===== src/rtl/riscv_lsu.sv =====
// RISC-V load/store unit: single outstanding access with
// alignment checks, lane steering and a bus timeout.
module riscv_lsu #(
  parameter int unsigned TIMEOUT_CYCLES = 255
) (
  input  logic        clk_i,
  input  logic        rst_ni,
  input  logic        core_req_i,
  input  logic        core_we_i,
  input  logic [2:0]  core_size_i,
  input  logic [31:0] core_addr_i,
  input  logic [31:0] core_wd_i,
  output logic [31:0] core_rd_o,
  output logic        core_stall_o,
  output logic        core_err_o,
  output logic        mem_req_o,
  output logic        mem_we_o,
  output logic [3:0]  mem_be_o,
  output logic [31:0] mem_addr_o,
  output logic [31:0] mem_wd_o,
  input  logic [31:0] mem_rd_i,
  input  logic        mem_ready_i
);

  localparam int CW =
    (TIMEOUT_CYCLES > 1) ? $clog2(TIMEOUT_CYCLES) : 1;
  localparam logic [CW-1:0] CNT_LAST =
    CW'(TIMEOUT_CYCLES - 1);

  typedef enum logic [1:0] {
    IDLE,
    BUSY,
    DONE
  } state_t;

  state_t        r_state;
  state_t        w_state_nxt;
  logic          r_we;
  logic [2:0]    r_size;
  logic [31:0]   r_addr;
  logic [31:0]   r_wd;
  logic [31:0]   r_result;
  logic          r_err;
  logic [CW-1:0] r_cnt;

  logic          w_fault;
  logic          w_tmo;
  logic [31:0]   w_lane;
  logic [31:0]   w_load;
  logic [3:0]    w_be;
  logic [31:0]   w_wd;

  // Classify the incoming request: illegal size or misaligned.
  always_comb begin
    w_fault = 1'b0;
    unique case (core_size_i)
      3'd0, 3'd4: w_fault = 1'b0;
      3'd1, 3'd5: w_fault = core_addr_i[0];
      3'd2:       w_fault = |core_addr_i[1:0];
      default:    w_fault = 1'b1;
    endcase
  end

  assign w_tmo  = (r_cnt == CNT_LAST);
  assign w_lane = mem_rd_i >> {r_addr[1:0], 3'b000};

  // Lane steering for byte enables, store data and load result.
  always_comb begin
    w_be   = 4'b1111;
    w_wd   = r_wd;
    w_load = mem_rd_i;
    unique case (r_size)
      3'd0, 3'd4: begin
        w_be = 4'b0001 << r_addr[1:0];
        w_wd = {4{r_wd[7:0]}};
        w_load = r_size[2] ? {24'd0, w_lane[7:0]}
               : {{24{w_lane[7]}}, w_lane[7:0]};
      end
      3'd1, 3'd5: begin
        w_be = 4'b0011 << {r_addr[1], 1'b0};
        w_wd = {2{r_wd[15:0]}};
        w_load = r_size[2] ? {16'd0, w_lane[15:0]}
               : {{16{w_lane[15]}}, w_lane[15:0]};
      end
      default: begin
        w_be   = 4'b1111;
        w_wd   = r_wd;
        w_load = mem_rd_i;
      end
    endcase
  end

  // Next-state selection.
  always_comb begin
    w_state_nxt = r_state;
    unique case (r_state)
      IDLE: begin
        if (core_req_i)
          w_state_nxt = w_fault ? DONE : BUSY;
      end
      BUSY: begin
        if (mem_ready_i || w_tmo)
          w_state_nxt = DONE;
      end
      DONE:    w_state_nxt = IDLE;
      default: w_state_nxt = IDLE;
    endcase
  end

  // State, request capture, timeout counter and result.
  always_ff @(posedge clk_i or negedge rst_ni) begin
    if (!rst_ni) begin
      r_state  <= IDLE;
      r_we     <= 1'b0;
      r_size   <= 3'd0;
      r_addr   <= 32'd0;
      r_wd     <= 32'd0;
      r_result <= 32'd0;
      r_err    <= 1'b0;
      r_cnt    <= '0;
    end else begin
      r_state <= w_state_nxt;
      unique case (r_state)
        IDLE: begin
          if (core_req_i && w_fault) begin
            r_err    <= 1'b1;
            r_result <= 32'd0;
          end else if (core_req_i) begin
            r_we   <= core_we_i;
            r_size <= core_size_i;
            r_addr <= core_addr_i;
            r_wd   <= core_wd_i;
            r_cnt  <= '0;
            r_err  <= 1'b0;
          end
        end
        BUSY: begin
          if (mem_ready_i) begin
            r_err <= 1'b0;
            if (!r_we)
              r_result <= w_load;
          end else if (w_tmo) begin
            r_err    <= 1'b1;
            r_result <= 32'd0;
          end else begin
            r_cnt <= r_cnt + CW'(1);
          end
        end
        default: ;
      endcase
    end
  end

  // Output decode: memory side only live in BUSY.
  always_comb begin
    mem_req_o    = (r_state == BUSY);
    mem_we_o     = mem_req_o & r_we;
    mem_be_o     = mem_req_o ? w_be : 4'd0;
    mem_addr_o   = mem_req_o ? {r_addr[31:2], 2'b00} : 32'd0;
    mem_wd_o     = mem_req_o ? w_wd : 32'd0;
    core_err_o   = (r_state == DONE) & r_err;
    core_rd_o    = r_result;
    core_stall_o = 1'b0;
    unique case (r_state)
      IDLE:    core_stall_o = core_req_i;
      BUSY:    core_stall_o = 1'b1;
      default: core_stall_o = 1'b0;
    endcase
  end

endmodule


===== config.mk =====
export PLATFORM = sky130hd
export DESIGN_NAME = riscv_lsu
export DESIGN_NICKNAME = d
export VERILOG_FILES = /design/src/rtl/riscv_lsu.sv
export SDC_FILE = /design/constraint.sdc
export NUM_CORES = 1
export LEC_CHECK = 0
export ABC_AREA = 1
export CELL_PAD_IN_SITES_DETAIL_PLACEMENT = 0
export CELL_PAD_IN_SITES_GLOBAL_PLACEMENT = 2
export CORE_AREA = 2 2 214 111
export DETAILED_ROUTE_END_ITERATION = 7
export DIE_AREA = 0 0 216 113
export GPL_TIMING_DRIVEN = 1
export HOLD_SLACK_MARGIN = 0.03
export PLACE_DENSITY = 0.95
export SYNTH_ARGS = -nofsm -noshare
export SYNTH_HDL_FRONTEND = slang
export SYNTH_SLANG_ARGS = --single-unit
export TNS_END_PERCENT = 30

===== constraint.sdc =====
create_clock -name clk_i -period 2.9 [get_ports clk_i]
set_input_delay 0.29 -clock clk_i [delete_from_list [all_inputs] [get_ports clk_i]]
set_output_delay 0.29 -clock clk_i [all_outputs]
set_load 0.02 [all_outputs]

== After elaboration in Yosys (flattened, before gate mapping) ==
Index checks and enable logic that the tools add are counted.

* Register bits: 111
* Bits of input ports: 104
* Output and inout port bits: 104
* Logic and storage cells: 79

* Add/sub/neg operators: 1
* Equal/unequal tests: 19
* Shifts and indexed selects: 3
* Multiplexer cells: 29
* Bitwise gates (word level): 3
* Reduce and logical (&&, ||, !) cells: 16

{| class="wikitable"
|+ Operator list
! kind !! number
|-
| two-way mux 32 bit || 8
|-
| case mux 32 bit (2 select lines) || 3
|-
| two-way mux 8 bit || 4
|-
| right shift 32 x 5 -> 16 bit || 1
|-
| case mux 8 bit (2 select lines) || 1
|-
| == test 3 bit (second input constant) || 4
|-
| != test 2 bit (second input constant) || 5
|-
| OR reduction 2 bit || 5
|-
| adder 8 x 1 -> 8 bit (second input constant) || 1
|-
| == test 8 bit (second input constant) || 1
|-
| case mux 4 bit (2 select lines) || 1
|-
| == test 3 x 1 -> 1 bit (second input constant) || 2
|-
| logical NOT 3 bit || 2
|-
| two-way mux 2 bit || 3
|-
| != test 3 bit (second input constant) || 2
|-
| AND reduction 3 bit || 2
|-
| AND reduction 5 bit || 1
|-
| two-way mux 1 bit || 4
|-
| two-way mux 4 bit || 1
|-
| case mux 1 bit (2 select lines) || 2
|-
| case mux 2 bit (2 select lines) || 1
|-
| AND reduction 4 bit || 1
|-
| left shift 1 x 2 -> 4 bit (first input constant) || 1
|-
| left shift 2 x 2 -> 4 bit (first input constant) || 1
|-
| 13 further kinds || 14
|}

== Logic depth before layout (Yosys ltp) ==
* Depth in word-level cells: 6
* Depth in mapped cells: 11

== Worst setup path before layout ==
OpenSTA, ideal clock, no wires.

* Kind: register -> output
* Start: register r_state[1]
* End: output port mem_wd_o[16]
* Arrival: 1.582 ns
* Required time: 2.610 ns
* Path slack: 1.028 ns
* Stages on the path, launching flop included: 7
* Path buffers: 1
* Path through: dfrtp_1 inv_2 nand2_1 inv_1 clkbuf_1 o21ai_0 a21oi_1

* Longest elaborated chain between the ends: 2

{| class="wikitable"
|+ RTL lines
! element !! RTL line !! RTL
|-
| start, declared || 36 || <nowiki>state_t r_state;</nowiki>
|-
| start signal, assigned || 122 || <nowiki>r_state <= w_state_nxt;</nowiki>
|-
| == test 2 x 1 -> 1 bit || 156 || <nowiki>mem_req_o = (r_state == BUSY);</nowiki>
|-
| via mem_req_o || 16 || <nowiki>output logic mem_req_o,</nowiki>
|-
| two-way mux 32 bit || 160 || <nowiki>mem_wd_o = mem_req_o ? w_wd : 32'd0;</nowiki>
|-
| end, declared || 20 || <nowiki>output logic [31:0] mem_wd_o,</nowiki>
|}

The timed path passes the listed nets, and every way through them passes these cells.

== Worst setup path after layout ==
* Start: register r_size[1]
* End: output port mem_be_o[1]

* Longest elaborated chain between the ends: 4
* Elaborated cells between the ends (all ways): 8
* Classes of those cells: 3 x eq/ne; 2 x mux; 3 x reduce/logical

{| class="wikitable"
|+ RTL lines
! element !! RTL line !! RTL
|-
| start, declared || 39 || <nowiki>logic [2:0] r_size;</nowiki>
|-
| start signal, assigned || 130 || <nowiki>r_size <= core_size_i;</nowiki>
|-
| == test 3 x 1 -> 1 bit (tied with other cells) || 72 || <nowiki>unique case (r_size)</nowiki>
|-
| OR reduction 2 bit || 72 ||
|-
| case mux 4 bit (2 select lines) (*) || 72 ||
|-
| two-way mux 4 bit (*) || 158 || <nowiki>mem_be_o = mem_req_o ? w_be : 4'd0;</nowiki>
|-
| end, declared || 18 || <nowiki>output logic [3:0] mem_be_o,</nowiki>
|}

Every way passes the cells marked *; elsewhere a longest branch is shown, timed or not.

==> results.json <==
{
  "dr_wl_met2_mm": 7.64,
  "hold_viol": 0,
  "powerDensity_mw_per_mm2": 823,
  "syn_area_per_cell_um2": 7.06,
  "die_area_mm2": 0.0244,
  "io_buffers": 205,
  "ctsLongestPathBuffers": 2,
  "fin_crit_ns": 2.71,
  "ioPinCount": 208,
  "finalWirelength_mm": 20.5,
  "synth_edf_count": 0,
  "wire_per_inst_um": 15.5,
  "vias": 5787,
  "cts_tree": "yes",
  "clock_sinks": 111,
  "p_int_mw": 3.98,
  "viasPerCell": 4.39,
  "initial_utilization": 0.257,
  "dp_hpwl_mm": 14.9,
  "crit_fanout": 11,
  "final_net_count": 1112,
  "worst_hold_path_type": "in -> async",
  "p_clk_frac": 0.190,
  "status": "complete, no violations",
  "power.leakage_nw": 4.14,
  "diodes": 0,
  "ys_warn_count": 0,
  "cp_cell_sequence": "clkinv_1 > nand2_1 > clkinvlp_4 > a21oi_1 > clkdlybuf4s50_1",
  "antenna_found_initial": 0,
  "layout_common_cells": "nand2_1 (281), clkdlybuf4s50_1 (204), nor2_1 (161)",
  "grt_pass1_vias": 5633,
  "critPathTopFamily": "buffers and inverters",
  "core_area_mm2": 0.0224,
  "p_seq_frac": 0.344,
  "cp-start-kind": "flop",
  "wl_met1_mm": 10.7,
  "n_fill_cell": 2362,
  "synth_seq_area_share": 0.481,
  "fin_skew_ns": 0.0108,
  "final_common_cell": "nand2_1",
  "crit_type": "reg -> out",
  "tightest_slew_ns": 0.600,
  "p_sw_frac": 0.429,
  "area_growth_syn_to_layout_pct": 46.7,
  "period_share": 0.934,
  "cp_slowest_cell": "clkdlybuf4s50_1",
  "clkSlewWorstSetupHoldPaths_ns": 0.08,
  "drive_above_1_share": 0.0465,
  "insertion_delay_ns": 0.38,
  "cts_max_level": 3,
  "dr.pass1.iters": 5,
  "irDropWorstVdd_mv": 0.363,
  "power_mw": 6.97,
  "rsz0062_at_grt": "no",
  "register_area_mm2": 0.00278,
  "fp.dieH_um": 113,
  "rows": 39,
  "crit_arrival_ns": 2.42,
  "preCtsSetupSlack_ns": 0.378,
  "async_flop_share": 1.00,
  "grtUsageTotal": 0.173,
  "grt_start_max_net_pins": 59,
  "synth_cell_types": 27,
  "pwr-share-comb": 0.466,
  "finalSetupViolations": 0,
  "drtAntennaViolNets": 0,
  "fp.dieW_um": 216,
  "cp.required_ns": 2.61,
  "cts_buffers": 9,
  "max_stage_delay_ns": 0.65,
  "ys_seq_elements": 111,
  "multi_input_area_mm2": 0.00255,
  "switchingPower_mw": 2.99,
  "drtIter0Drc": 438,
  "drc_errors": 0,
  "worst_slack_ns": 0.190,
  "synthFlopType": "dfrtp_1",
  "grt-ovfl-total": 0,
  "slew_viol_final": 0,
  "crit_path_end_kind": "primary output",
  "synth_area_mm2": 0.00577,
  "slew_headroom": 0.600,
  "synthCells": 817,
  "fin_setup_tns_ns": 0,
  "maxCapViolations": 0,
  "fmax_ghz": 0.369,
  "globalplace.congestion": 0.900,
  "maxUsedRoutingLayer": "met4",
  "root_buffer": "clkbuf_16",
  "wl_met3_mm": 1.94,
  "grt_pass1_wl_mm": 32.5,
  "cp.buffers_inverters": 3
}
[through the flow]
stage	util	hold WS [ns]	std cells	instance area [µm²]
6_report	0.377	0.362	1318	8470
3_5_place_dp	0.362	0.234	1299	8120
4_1_cts	0.375	0.358	1316	8430
3_3_place_gp	0.362	0.236	1299	8120
5_1_grt	0.377	0.389	1318	8470
2_1_floorplan	-	-0.00559	818	5770
[sequential cells by signal, summed over array words and instances (netlist names)]
| name | flops |
|---|---|
| core_rd_o | 32 |
| r_addr | 32 |
| r_cnt | 8 |
| r_err | 1 |
| r_size | 3 |
| r_state | 2 |
| r_wd | 32 |
| r_we | 1 |
[what timing repair did]
item / in CTS / in global routing
endpoints found under the setup margin: 4 / 28
gates resized for setup: 1 / 4
setup buffers: 0 / 2
hold buffers: 1 / 0
hold endpoints to repair: 23 / 0
[synth_stat cells (all sizes together) (8+ instances only)]
master | number | area (µm²)
o22ai | 8 | 50.1
nand2 | 285 | 1070
buf | 34 | 201
clkbuf | 11 | 41.3
o21ai | 22 | 110
dfrtp | 111 | 2780
nor2 | 162 | 611
a21oi | 56 | 280
inv | 56 | 210
nand3 | 58 | 300
[metal layers]
layer / up-vias / track usage
met5: - / 0
met3: 11 / 0.0699
met2: 226 / 0.227
li1: 2906 / -
met1: 2644 / 0.264
met4: 0 / 0.0288
[power groups by stage]
stage	clock network [mW]	registers, mW	logic [mW]
after global routing	1.44	2.47	3.62
final	1.32	2.40	3.25
after floorplan	0	2.36	1.95
after detailed placement	0	2.41	3.18
after global placement	0	2.42	3.17
after CTS	1.38	2.39	3.20
[cell families (layout without fill, tap and decap cells)]
logic type | after synthesis | count (layout) | share of synthesized area
flip-flops | 111 | 111 | 0.481
XOR/XNOR | 4 | 4 | 0.00607
buffers and inverters | 103 | 296 | 0.0798
AO/OA/AOI/OAI | 88 | 88 | 0.0809
AND/OR/NAND/NOR | 508 | 508 | 0.347
other | 1 | 2 | 0.000650
adder cells (fa/ha/maj) | 2 | 2 | 0.00434
[final timing paths]
check                               from            end  slack, ns  cells past startpoint
setup / recovery               r_size[1]    mem_be_o[1]       0.19                      5
hold / removal                    rst_ni       r_wd[28]       0.36                      2
setup reg to reg              r_state[1]  core_rd_o[21]       0.65                      9
hold reg to reg             core_rd_o[4]   core_rd_o[4]       0.48                      2
max in group asynchronous         rst_ni      r_addr[9]       1.80                      3
min in group clk_i         core_wd_i[11]       r_wd[11]       0.46                      3
[cell type report]
type                       instances  share of cell area
clock buffer                       9              0.0266
multi-input combinational        604               0.301
sequential                       111               0.328
clock inverter                     7             0.00842
inverter                          58              0.0270
tap                              307              0.0454
timing repair buffer             222               0.264
Power figures use the tool's default switching activity.
